### src/rtl/uart_rx_mmio_pkg.sv
// Shared types and constants for the UART receiver: FSM state encoding,
// CPU-visible addresses and the status-word packing used by the load mux.
package uart_rx_mmio_pkg;

  typedef enum logic [1:0] {
    RX_IDLE  = 2'd0,
    RX_START = 2'd1,
    RX_DATA  = 2'd2,
    RX_STOP  = 2'd3
  } rx_state_e;

  // Mirror of the define.v entries used by the CPU load/store decode
  localparam logic [31:0] UART_RX_DATA_ADDR = 32'h0000_FF10;
  localparam logic [31:0] UART_RX_STAT_ADDR = 32'h0000_FF14;

  function automatic logic [31:0] rx_status(input logic frame_err,
                                            input logic overrun,
                                            input logic rx_valid);
    return {29'b0, frame_err, overrun, rx_valid};
  endfunction

endpackage

### src/rtl/uart_rx_mmio_fifo.sv
// Small show-ahead byte FIFO; pushes while full and pops while empty are ignored.
module rx_byte_fifo #(
  parameter int DEPTH = 4
) (
  input  logic       clk,
  input  logic       rst,
  input  logic       push,
  input  logic       pop,
  input  logic [7:0] din,
  output logic [7:0] dout,
  output logic       empty,
  output logic       full
);
  localparam int AW = $clog2(DEPTH);
  localparam logic [AW:0] FULL_CNT = (AW+1)'(DEPTH);

  logic [7:0]    mem_q [DEPTH];
  logic [7:0]    mem_d [DEPTH];
  logic [AW-1:0] wr_ptr_q, wr_ptr_d, rd_ptr_q, rd_ptr_d;
  logic [AW:0]   count_q, count_d;
  logic          do_push, do_pop;

  assign empty   = (count_q == '0);
  assign full    = (count_q == FULL_CNT);
  assign do_push = push && !full;
  assign do_pop  = pop && !empty;
  assign dout    = empty ? 8'h00 : mem_q[rd_ptr_q];

  always_comb begin
    mem_d    = mem_q;
    wr_ptr_d = wr_ptr_q;
    rd_ptr_d = rd_ptr_q;
    count_d  = count_q;
    if (do_push) begin
      mem_d[wr_ptr_q] = din;
      wr_ptr_d        = wr_ptr_q + 1'b1;
    end
    if (do_pop) rd_ptr_d = rd_ptr_q + 1'b1;
    case ({do_push, do_pop})
      2'b10:   count_d = count_q + 1'b1;
      2'b01:   count_d = count_q - 1'b1;
      default: count_d = count_q;
    endcase
  end

  always_ff @(posedge clk) begin
    if (rst) begin
      wr_ptr_q <= '0;
      rd_ptr_q <= '0;
      count_q  <= '0;
    end else begin
      wr_ptr_q <= wr_ptr_d;
      rd_ptr_q <= rd_ptr_d;
      count_q  <= count_d;
    end
  end

  // Storage is only observable through count, so it needs no reset
  always_ff @(posedge clk) mem_q <= mem_d;

endmodule

### src/rtl/uart_rx_mmio.sv
// 8N1 UART receiver feeding a byte FIFO, with sticky overrun/framing flags
// for memory-mapped status reads.
module uart_rx_mmio
  import uart_rx_mmio_pkg::*;
#(
  parameter int CLKS_PER_BIT = 1085,
  parameter int FIFO_DEPTH   = 4
) (
  input  logic       clk,
  input  logic       rst,
  input  logic       uart_rx,
  input  logic       rd_en,
  input  logic       clr_err,
  output logic [7:0] rd_data,
  output logic       rx_valid,
  output logic       overrun,
  output logic       frame_err
);
  localparam int CW = $clog2(CLKS_PER_BIT);
  localparam logic [CW-1:0] HALF_M1 = CW'(CLKS_PER_BIT/2 - 1);
  localparam logic [CW-1:0] BIT_M1  = CW'(CLKS_PER_BIT - 1);

  logic [1:0]    sync_q;
  logic          rxs;
  rx_state_e     state_q, state_d;
  logic [CW-1:0] cnt_q, cnt_d;
  logic [2:0]    bit_idx_q, bit_idx_d;
  logic [7:0]    shift_q, shift_d;
  logic          armed_q, armed_d;
  logic          overrun_q, overrun_d, frame_err_q, frame_err_d;
  logic          fifo_push, fifo_full, fifo_empty, ovr_set, fe_set;

  always_ff @(posedge clk) begin
    if (rst) sync_q <= 2'b11;
    else     sync_q <= {sync_q[0], uart_rx};
  end
  assign rxs = sync_q[1];

  always_comb begin
    state_d   = state_q;
    cnt_d     = cnt_q;
    bit_idx_d = bit_idx_q;
    shift_d   = shift_q;
    armed_d   = armed_q;
    fifo_push = 1'b0;
    ovr_set   = 1'b0;
    fe_set    = 1'b0;
    case (state_q)
      // armed_q keeps a held-low (break) line from retriggering a frame
      RX_IDLE: begin
        if (!armed_q) armed_d = rxs;
        else if (!rxs) begin
          state_d = RX_START;
          cnt_d   = '0;
        end
      end
      RX_START: begin
        if (cnt_q == HALF_M1) begin
          cnt_d = '0;
          if (!rxs) begin
            state_d   = RX_DATA;
            bit_idx_d = 3'd0;
          end else begin
            state_d = RX_IDLE;
          end
        end else cnt_d = cnt_q + 1'b1;
      end
      RX_DATA: begin
        if (cnt_q == BIT_M1) begin
          shift_d[bit_idx_q] = rxs;
          cnt_d              = '0;
          bit_idx_d          = bit_idx_q + 1'b1;
          if (bit_idx_q == 3'd7) state_d = RX_STOP;
        end else cnt_d = cnt_q + 1'b1;
      end
      RX_STOP: begin
        if (cnt_q == BIT_M1) begin
          cnt_d   = '0;
          state_d = RX_IDLE;
          armed_d = 1'b0;
          if (!rxs)          fe_set    = 1'b1;
          else if (fifo_full) ovr_set  = 1'b1;
          else               fifo_push = 1'b1;
        end else cnt_d = cnt_q + 1'b1;
      end
      default: state_d = RX_IDLE;
    endcase
    // A new error event in the clearing cycle still sets the flag
    overrun_d   = (overrun_q   && !clr_err) || ovr_set;
    frame_err_d = (frame_err_q && !clr_err) || fe_set;
  end

  always_ff @(posedge clk) begin
    if (rst) begin
      state_q     <= RX_IDLE;
      cnt_q       <= '0;
      bit_idx_q   <= '0;
      shift_q     <= '0;
      armed_q     <= 1'b0;
      overrun_q   <= 1'b0;
      frame_err_q <= 1'b0;
    end else begin
      state_q     <= state_d;
      cnt_q       <= cnt_d;
      bit_idx_q   <= bit_idx_d;
      shift_q     <= shift_d;
      armed_q     <= armed_d;
      overrun_q   <= overrun_d;
      frame_err_q <= frame_err_d;
    end
  end

  rx_byte_fifo #(.DEPTH(FIFO_DEPTH)) u_fifo (
    .clk   (clk),
    .rst   (rst),
    .push  (fifo_push),
    .pop   (rd_en),
    .din   (shift_d),
    .dout  (rd_data),
    .empty (fifo_empty),
    .full  (fifo_full)
  );

  assign rx_valid  = !fifo_empty;
  assign overrun   = overrun_q;
  assign frame_err = frame_err_q;

endmodule

### config.mk
export PLATFORM = sky130hd
export DESIGN_NAME = uart_rx_mmio
export DESIGN_NICKNAME = d
export VERILOG_FILES = /design/src/rtl/uart_rx_mmio_pkg.sv /design/src/rtl/uart_rx_mmio_fifo.sv /design/src/rtl/uart_rx_mmio.sv
export SDC_FILE = /design/constraint.sdc
export NUM_CORES = 1
export LEC_CHECK = 0
export CORE_MARGIN = 3
export CORE_UTILIZATION = 50
export CTS_CLUSTER_DIAMETER = 30
export DETAILED_ROUTE_END_ITERATION = 10
export PLACE_DENSITY = 0.68
export SKIP_CTS_REPAIR_TIMING = 1
export SLEW_MARGIN = 20
export SYNTH_ARGS = -nofsm -noshare
export SYNTH_HDL_FRONTEND = slang
export SYNTH_SLANG_ARGS = --single-unit
### constraint.sdc
create_clock -name clk -period 4.1 [get_ports clk]
set_input_delay 0.82 -clock clk [delete_from_list [all_inputs] [get_ports clk]]
set_output_delay 0.82 -clock clk [all_outputs]
set_load 0.05 [all_outputs]
==> flow_summary.yaml, run 1 <==
clock_network:
  cts_tree: "built"
  cts_max_level: 3
  clockBufferDepth: 2
  insertion_delay_ns: 0.34
  clk_pin_slew_ns: 0.07
  ctsRootBufferMaster: "clkbuf_8"
  clock-sinks: 68
  cts_buffers: 9
cells_and_area:
  syn_to_final_growth_pct: 11.06
  layout-drive-gt1-share_pct: 12.50
  fin_nets: 323
  antenna_cells: 0
  final_area_um2: 3643
worst_setup_path:
  cp_slowest_cell: "dfxtp_1"
  startpoint_type: "flop"
  critPathKind: "reg -> out"
  worstPathArrival_ns: 2.47
  cp_top_family: "flip-flops"
  crit_path_max_incr_delay_ns: 0.70
  cp.buffers_inverters: 1
  r2r_slack_ns: 1.32
  cp-end-kind: "primary output"
  path_depth: 3
  rr_worst_depth: 11
  crit_fanout: 10
  path_cells: "mux4_2 > and2_1 > clkdlybuf4s50_1"
  worst_ep_required_time_ns: 3.28
logic_synthesis:
  synth.top_cells.by_area: "edfxtp_1, dfxtp_1, mux4_2"
  yosys_warnings: 0
  synth_edf_count: 32
  ys_ff_latch: 68
  synth_top_area_share_pct: 29.29
  synth_top_area_cell: "edfxtp_1"
  synthArstFlopShare_pct: 0
  synth_most_common_cell: "dfxtp_1"
  synth_commonest_cells: "dfxtp_1, edfxtp_1, nand2_1, a21oi_1"
  synth_area_um2: 3281
  synth_fp_nets: 311
  synth_cells: 295
  synth_flop_cell: "dfxtp_1"
  synthDistinctLibCells: 50
  ys_seq_area_share_pct: 51.26
  syn_avg_cell_area_um2: 11.12
timing:
  finalCriticalPeriod_ns: 3.290
  fin_crit_sh_pct: 80.24
  worstMarginPinSlew_ns: 0.9539
  finalMaxSlewViolations: 0
  fin_skew_ns: 0.008125
  setup_viol: 0
  finalHoldViolCount: 0
  rsz0062_at_grt: "false"
  timing.setup.tns_ns: 0
  relSlewSlack_pct: 35.82
  max_freq_mhz: 304.0
die:
  die_area_um2: 7569
  num_rows: 28
  start_util_pct: 53.51
  io_pins: 16
  core_um2: 6131
  die_h_um: 87
  die_w_um: 87
detailed_routing:
  vias_per_cell: 5.700
  drc_errors: 0
  wirelength_um: 5832
  drt_iter0_drc: 74
  vias: 2206
  dr.pass1.iters: 4
  wl_per_cell_um: 15.07
  ant_nets: 0
place:
  gp_congestion: 0.8463
  hpwl_um: 3992
  port_buffers: 15
  postPlaceCellArea_um2: 3468
grt:
  grt_pass1_wl_um: 9701
  grt_pass1_vias: 2018
  grt_max_degree: 19
  overflow: 0
  track_usage_pct: 16.46
  antenna_found_initial: 0
power_and_ir_drop:
  swShare_pct: 22.67
  power.density_nw_per_um2: 332.0
  leakage_nw: 1.162
  power.switching_mw: 0.2742
  p_comb_share_pct: 1.8
  p_int_mw: 0.9353
  ir_worst_vdd_v: 0.0001825
  clkPwrFrac_pct: 39.6
  seqPwrFrac_pct: 58.6
outcome:
  outcome: "finished, final reports clean"
run:
  cap_violations: 0
worst_hold_path:
  min_path_type: "reg -> reg"
  worstHoldPathCells: 1
==> state kept, by name, indices dropped and copies added, names as in the netlist, named ones only <==
| register | cells |
|---|---|
| state_q | 1 |
| shift_q | 8 |
| u_fifo.mem_q | 32 |
| overrun | 1 |
| cnt_q | 11 |
| u_fifo.wr_ptr_q | 2 |
| u_fifo.rd_ptr_q | 2 |
| armed_q | 1 |
| u_fifo.count_q | 3 |
| frame_err | 1 |
| bit_idx_q | 3 |
| sync_q | 2 |
==> path summary, 6_finish.rpt <==
path                            from                 to
setup / recovery  u_fifo.rd_ptr_q[0]         rd_data[4]
hold / removal             sync_q[0]          sync_q[1]
setup reg to reg            cnt_q[8]  u_fifo.count_q[2]
hold reg to reg            sync_q[0]          sync_q[1]
==> metal layers <==
metal	global-route usage, %	wire length [um]	vias to the layer above
li1	-	-	1110
met1	22.98	2893	1045
met2	24.50	2646	44
met3	3.122	222	7
met4	8.074	70	0
met5	0	0	-
==> power groups by stage <==
| stage | combinational (mW) | sequential [mW] | clock, mW |
|---|---|---|---|
| 2_1_floorplan | 0.0140 | 0.722 | 0 |
| 3_3_place_gp | 0.0220 | 0.724 | 0 |
| 3_5_place_dp | 0.0221 | 0.724 | 0 |
| 4_1_cts | 0.0222 | 0.708 | 0.491 |
| 5_1_grt | 0.0245 | 0.709 | 0.521 |
| 6_report | 0.0219 | 0.708 | 0.479 |
==> metrics by stage <==
step	std cells	util, %	power (mW)	hold WS, ns	setup WS (ns)
after floorplan	295	-	0.7359	0.3895	1.503
after global placement	371	56.57	0.7457	0.4037	1.159
after detailed placement	371	56.57	0.7458	0.4041	1.122
after CTS	387	59.33	1.221	0.4252	0.7488
after global routing	387	59.43	1.254	0.4510	0.6509
final	387	59.43	1.209	0.4199	0.8102
==> logic make-up after synthesis <==
| kind of cell | share of synthesized area, % |
|---|---|
| muxes | 10.98 |
| xor gates and xnor gates | 1.335 |
| adders and majority gates | 4.424 |
| AOI/OAI and AO/OA | 9.306 |
| and+or+nand+nor | 19.15 |
| buffers and inverters | 3.547 |
| DFF | 51.26 |
==> cell type report <==
type                            instances  area, um^2
Tap cell                               75       93.84
Inverter                               12       45.04
Timing Repair Buffer                   17       165.2
Clock buffer                           11       131.4
Sequential cell                        68        1682
Clock inverter                          5       37.54
Multi-Input combinational cell        199        1489
Fill cell                             489        2487
==> layout by cell type, fill, tap and decap left out, types with 6 or more instances in the layout <==
| cell | instances |
|---|---|
| clkbuf_8 | 9 |
| nand2_1 | 28 |
| inv_1 | 12 |
| o21ai_0 | 12 |
| and2_1 | 12 |
| edfxtp_1 | 32 |
| mux2i_1 | 9 |
| mux2_2 | 7 |
| clkdlybuf4s50_1 | 15 |
| nor3_1 | 6 |
| nand3_1 | 11 |
| ha_1 | 10 |
| mux4_2 | 8 |
| nor2b_1 | 6 |
| nor2_1 | 9 |
| dfxtp_1 | 36 |
| a21oi_1 | 16 |
(Power assumes the default switching activity.)
==> run 2: changes to the inputs <==
==> constraint.sdc (replaced) <==
create_clock -name clk -period 3.3 [get_ports clk]
set_input_delay 0.66 -clock clk [delete_from_list [all_inputs] [get_ports clk]]
set_output_delay 0.66 -clock clk [all_outputs]
set_load 0.05 [all_outputs]
==> run 2 against run 1 <==
Clock power increased by 43%; global-route usage increased by 2.1 points; utilization increased by 0.80 points; non-clock buffer count increased by 3; via count increased by 4.3%; clock-buffer cell count decreased by 1; critical path type unchanged; highest routed layer unchanged.
==> flow_summary.yaml, run 2 (synthesis results as in run 1) <==
timing:
  fin_skew_ns: 0.01117
  finalMaxSlewViolations: 0
  fin_crit_sh_pct: 88.51
  fin_hold_ws_ns: 0.4145
  finalCriticalPeriod_ns: 2.921
  max_freq_mhz: 342.4
  rsz0062_at_grt: "false"
  worstMarginPinSlew_ns: 0.7116
  finalHoldViolCount: 0
  timing.setup.tns_ns: 0
  relSlewSlack_pct: 52.19
  setup_viol: 0
detailed_routing:
  wl_per_cell_um: 16.36
  wl_met1_um: 2938
  wl_met2_um: 3045
  highest_layer: "met4"
  ant_nets: 0
  drc_errors: 0
  drt_iter0_drc: 80
  wirelength_um: 6379
  wl_met3_um: 301
  dr.pass1.iters: 4
  vias_per_cell: 5.900
  vias: 2301
power_and_ir_drop:
  fin_total_pwr_mw: 1.595
  p_int_mw: 1.256
  swShare_pct: 21.30
  power.switching_mw: 0.3398
  ir_worst_vdd_v: 0.0002565
  seqPwrFrac_pct: 55.2
  leakage_nw: 1.198
  p_comb_share_pct: 1.9
  clkPwrFrac_pct: 43.0
  power.density_nw_per_um2: 432.1
worst_setup_path:
  crit_fanout: 10
  startpoint_type: "flop"
  critPathKind: "reg -> out"
  rr_worst_depth: 10
  worst_ep_required_time_ns: 2.64
  worstPathArrival_ns: 2.26
  cp-end-kind: "primary output"
die:
  io_pins: 16
  die_area_um2: 7569
  core_um2: 6131
  num_rows: 28
  start_util_pct: 53.51
  die_w_um: 87
  die_h_um: 87
clock_network:
  cts_max_level: 3
  clockBufferDepth: 2
  clk_pin_slew_ns: 0.08
  cts_buffers: 9
  clock-sinks: 68
  insertion_delay_ns: 0.34
  cts_tree: "built"
  ctsRootBufferMaster: "clkbuf_8"
cells_and_area:
  syn_to_final_growth_pct: 12.55
  antenna_cells: 0
  final_cell_mix: "dfxtp_1, edfxtp_1, nand2_1"
  final_area_um2: 3692
  largest_reg_flops: 32
  layout-drive-gt1-share_pct: 13.33
  fin_nets: 326
  largest-register: "u_fifo.mem_q"
  final_core_util_pct: 60.22
  layout_commonest_cell: "dfxtp_1"
  reg_top3: "u_fifo.mem_q x32, cnt_q x11, shift_q x8"
place:
  hpwl_um: 4286
  gp_congestion: 0.8477
  postPlaceCellArea_um2: 3491
  port_buffers: 15
worst_hold_path:
  min_path_type: "reg -> reg"
  worstHoldPathCells: 1
outcome:
  outcome: "finished, final reports clean"
grt:
  antenna_found_initial: 0
  grt_max_degree: 23
  grt_pass1_wl_um: 10660
  overflow: 0
  track_usage_pct: 18.53
  grt_pass1_vias: 2208
run:
  cap_violations: 0
-- run 2: changes by cell type in the layout (fill, tap and decap cells not counted), sizes merged --
| cell | delta |
|---|---|
| clkbuf | -1 |
| bufinv | +1 |
| clkinv | +2 |
| clkinvlp | -1 |
| buf | +3 |
| inv | -1 |
-- run 2: path summary, 6_finish.rpt --
check,slack [ns],endpoint,start
worst max register to register,0.59,u_fifo.count_q[2],cnt_q[6]
worst min register to register,0.41,sync_q[1],sync_q[0]
worst min-delay path,0.41,sync_q[1],sync_q[0]
worst max-delay path,0.38,rd_data[6],u_fifo.rd_ptr_q[0]
-- run 2: layer usage --
metal | vias up | global-route usage, %
met4 | 0 | 7.224
met2 | 50 | 28.57
met3 | 8 | 4.825
met1 | 1124 | 24.97
met5 | - | 0
li1 | 1119 | -
-- run 2: stage by stage --
step / instances / setup slack (ns)
5_1_grt: 390 / 0.2742
3_5_place_dp: 374 / 0.6398
3_3_place_gp: 374 / 0.7002
6_report: 390 / 0.3793
4_1_cts: 390 / 0.3460
2_1_floorplan: 295 / 0.7030
-- run 2: power groups by stage --
stage	Combinational (mW)	Clock [mW]	Sequential, mW
after floorplan	0.0174	0	0.897
after global placement	0.0294	0	0.899
after detailed placement	0.0295	0	0.899
after CTS	0.0299	0.695	0.880
after global routing	0.0327	0.741	0.880
final	0.0296	0.686	0.880
-- run 2: worst max-delay path: stages, from the launching register on --
cell             delay, ns
dfxtp_1               0.31
buf_4                 0.21
mux4_2                0.53
and2_1                0.17
clkdlybuf4s50_1       0.69
-- run 2: area by class of cell --
class,instances,area (um^2)
Clock inverter,6,63.81
Clock buffer,10,137.6
Tap cell,75,93.84
Timing Repair Buffer,20,187.7
Multi-Input combinational cell,199,1483
Inverter,12,45.04
Fill cell,475,2439
Sequential cell,68,1682
==> run 3: changes to the inputs <==
--- a/config.mk
+++ b/config.mk
@@ -10,6 +10,7 @@
 export CTS_CLUSTER_DIAMETER = 30
 export DETAILED_ROUTE_END_ITERATION = 10
 export PLACE_DENSITY = 0.68
+export RECOVER_POWER = 25
 export SKIP_CTS_REPAIR_TIMING = 1
 export SLEW_MARGIN = 20
 export SYNTH_ARGS = -nofsm -noshare
==> constraint.sdc (replaced) <==
create_clock -name clk -period 3.4 [get_ports clk]
set_input_delay 0.68 -clock clk [delete_from_list [all_inputs] [get_ports clk]]
set_output_delay 0.68 -clock clk [all_outputs]
set_load 0.05 [all_outputs]
==> run 3 against run 2 <==
Sequential power shrank 3.0%; register-to-register slack got worse by 0.08 ns; design area decreased by 0.54%; sequential share of layout area is 0.25 points higher; combinational power is 9.8% lower; critical endpoint unchanged; first-iteration DRC count decreased by 13%; critical path depth decreased by 1; hold slack lost 0.0058 ns; flip-flop and latch count unchanged; via count fell by 4.0%.
==> flow_summary.yaml, run 3 (synthesis results as in run 1) <==
outcome:
  outcome: "finished, final reports clean"
timing:
  setup_slack_ns: 0.2400
  timing.setup.tns_ns: 0
  relSlewSlack_pct: 32.76
  worstMarginPinSlew_ns: 0.9994
  setup_viol: 0
  rsz0062_at_grt: "false"
  fin_crit_sh_pct: 92.94
  finalCriticalPeriod_ns: 3.160
  max_freq_mhz: 316.5
  fin_skew_ns: 0.009253
  finalHoldViolCount: 0
  finalMaxSlewViolations: 0
power_and_ir_drop:
  power.density_nw_per_um2: 430.4
  leakage_nw: 1.174
  ir_worst_vdd_v: 0.0003107
  fin_total_pwr_mw: 1.581
detailed_routing:
  vias: 2210
  wirelength_um: 6020
  drt_iter0_drc: 70
  ant_nets: 0
  vias_per_cell: 5.667
  drc_errors: 0
  dr.pass1.iters: 4
  wl_per_cell_um: 15.44
clock_network:
  ctsRootBufferMaster: "clkbuf_8"
  cts_tree: "built"
  cts_max_level: 3
  clock-sinks: 68
  insertion_delay_ns: 0.35
  clk_pin_slew_ns: 0.08
  clockBufferDepth: 2
  cts_buffers: 9
place:
  hpwl_um: 4111
  place_ws_ns: 0.6046
  port_buffers: 15
  gp_congestion: 0.8747
  dp.cells: 374
  postPlaceCellArea_um2: 3491
cells_and_area:
  largest_reg_flops: 32
  final_cell_mix: "dfxtp_1, edfxtp_1, nand2_1"
  finalNonFillerCells: 390
  layout_commonest_cell: "dfxtp_1"
  syn_to_final_growth_pct: 11.94
  largest-register: "u_fifo.mem_q"
  fin_nets: 326
  nFillCells: 496
  antenna_cells: 0
  layout-drive-gt1-share_pct: 11.11
  reg_top3: "u_fifo.mem_q x32, cnt_q x11, shift_q x8"
  final_area_um2: 3672
worst_setup_path:
  cp-end-kind: "primary output"
  crit_fanout: 9
  critPathKind: "reg -> out"
  cp_slowest_cell: "clkdlybuf4s50_1"
  cp_top_family: "buffers and inverters"
  path_cells: "mux4_2 > and2_1 > clkdlybuf4s50_1"
  worstPathArrival_ns: 2.48
  cp.buffers_inverters: 1
  worst_ep_required_time_ns: 2.72
  startpoint_type: "flop"
  crit_path_max_incr_delay_ns: 0.69
die:
  die_area_um2: 7569
  die_h_um: 87
  core_um2: 6131
  start_util_pct: 53.51
  die_w_um: 87
  io_pins: 16
  num_rows: 28
grt:
  busiest_layer: "met2"
  track_usage_pct: 17.65
  grtUsageMet3_pct: 6.149
  grtUsageMet1_pct: 23.77
  overflow: 0
  grt_pass1_wl_um: 10220
  grt_max_degree: 23
  use_met2_pct: 26.22
  antenna_found_initial: 0
  grt_pass1_vias: 2061
worst_hold_path:
  min_path_type: "reg -> reg"
run:
  cap_violations: 0
-- run 3: area by class of cell --
type	count	area (um^2)	area share, %
Inverter	12	45.04	1.227
Sequential cell	68	1682	45.79
Tap cell	75	93.84	2.555
Timing Repair Buffer	20	180.2	4.906
Clock inverter	5	58.81	1.601
Multi-Input combinational cell	199	1460	39.76
Clock buffer	11	152.6	4.157
-- run 3: worst reg2reg max path, stage by stage, from the launching register on --
cell and delay (ns):
dfxtp_1 0.38, or4b_1 0.60, nor4_1 0.87, and4b_1 0.37, mux2_1 0.40
-- run 3: power by group --
| part | switching [mW] | leakage [nW] | internal, mW |
|---|---|---|---|
| sequential | 0.00349 | 0.511 | 0.851 |
| clock | 0.315 | 0.101 | 0.385 |
| combinational | 0.0173 | 0.561 | 0.00940 |
-- run 3: per-stage QoR --
stage	hold slack [ns]	util (%)
after floorplan	0.3895	-
after global placement	0.3952	56.94
after detailed placement	0.3933	56.94
after CTS	0.4096	60.39
after global routing	0.4192	59.90
final	0.4087	59.90
-- run 3: path summary, 6_finish.rpt --
path	startpoint	to	slack, ns	cells after the start
worst max register to register	cnt_q[8]	u_fifo.mem_q[30]	0.51	4
worst max-delay path	u_fifo.rd_ptr_q[0]	rd_data[6]	0.24	3
worst min register to register	sync_q[0]	sync_q[1]	0.41	1
worst min-delay path	sync_q[0]	sync_q[1]	0.41	1
-- run 3: layer usage --
metal	wire length, um	vias to the layer above
met5	0	-
met4	102	0
met3	246	10
met2	2631	33
met1	3039	1043
li1	-	1124
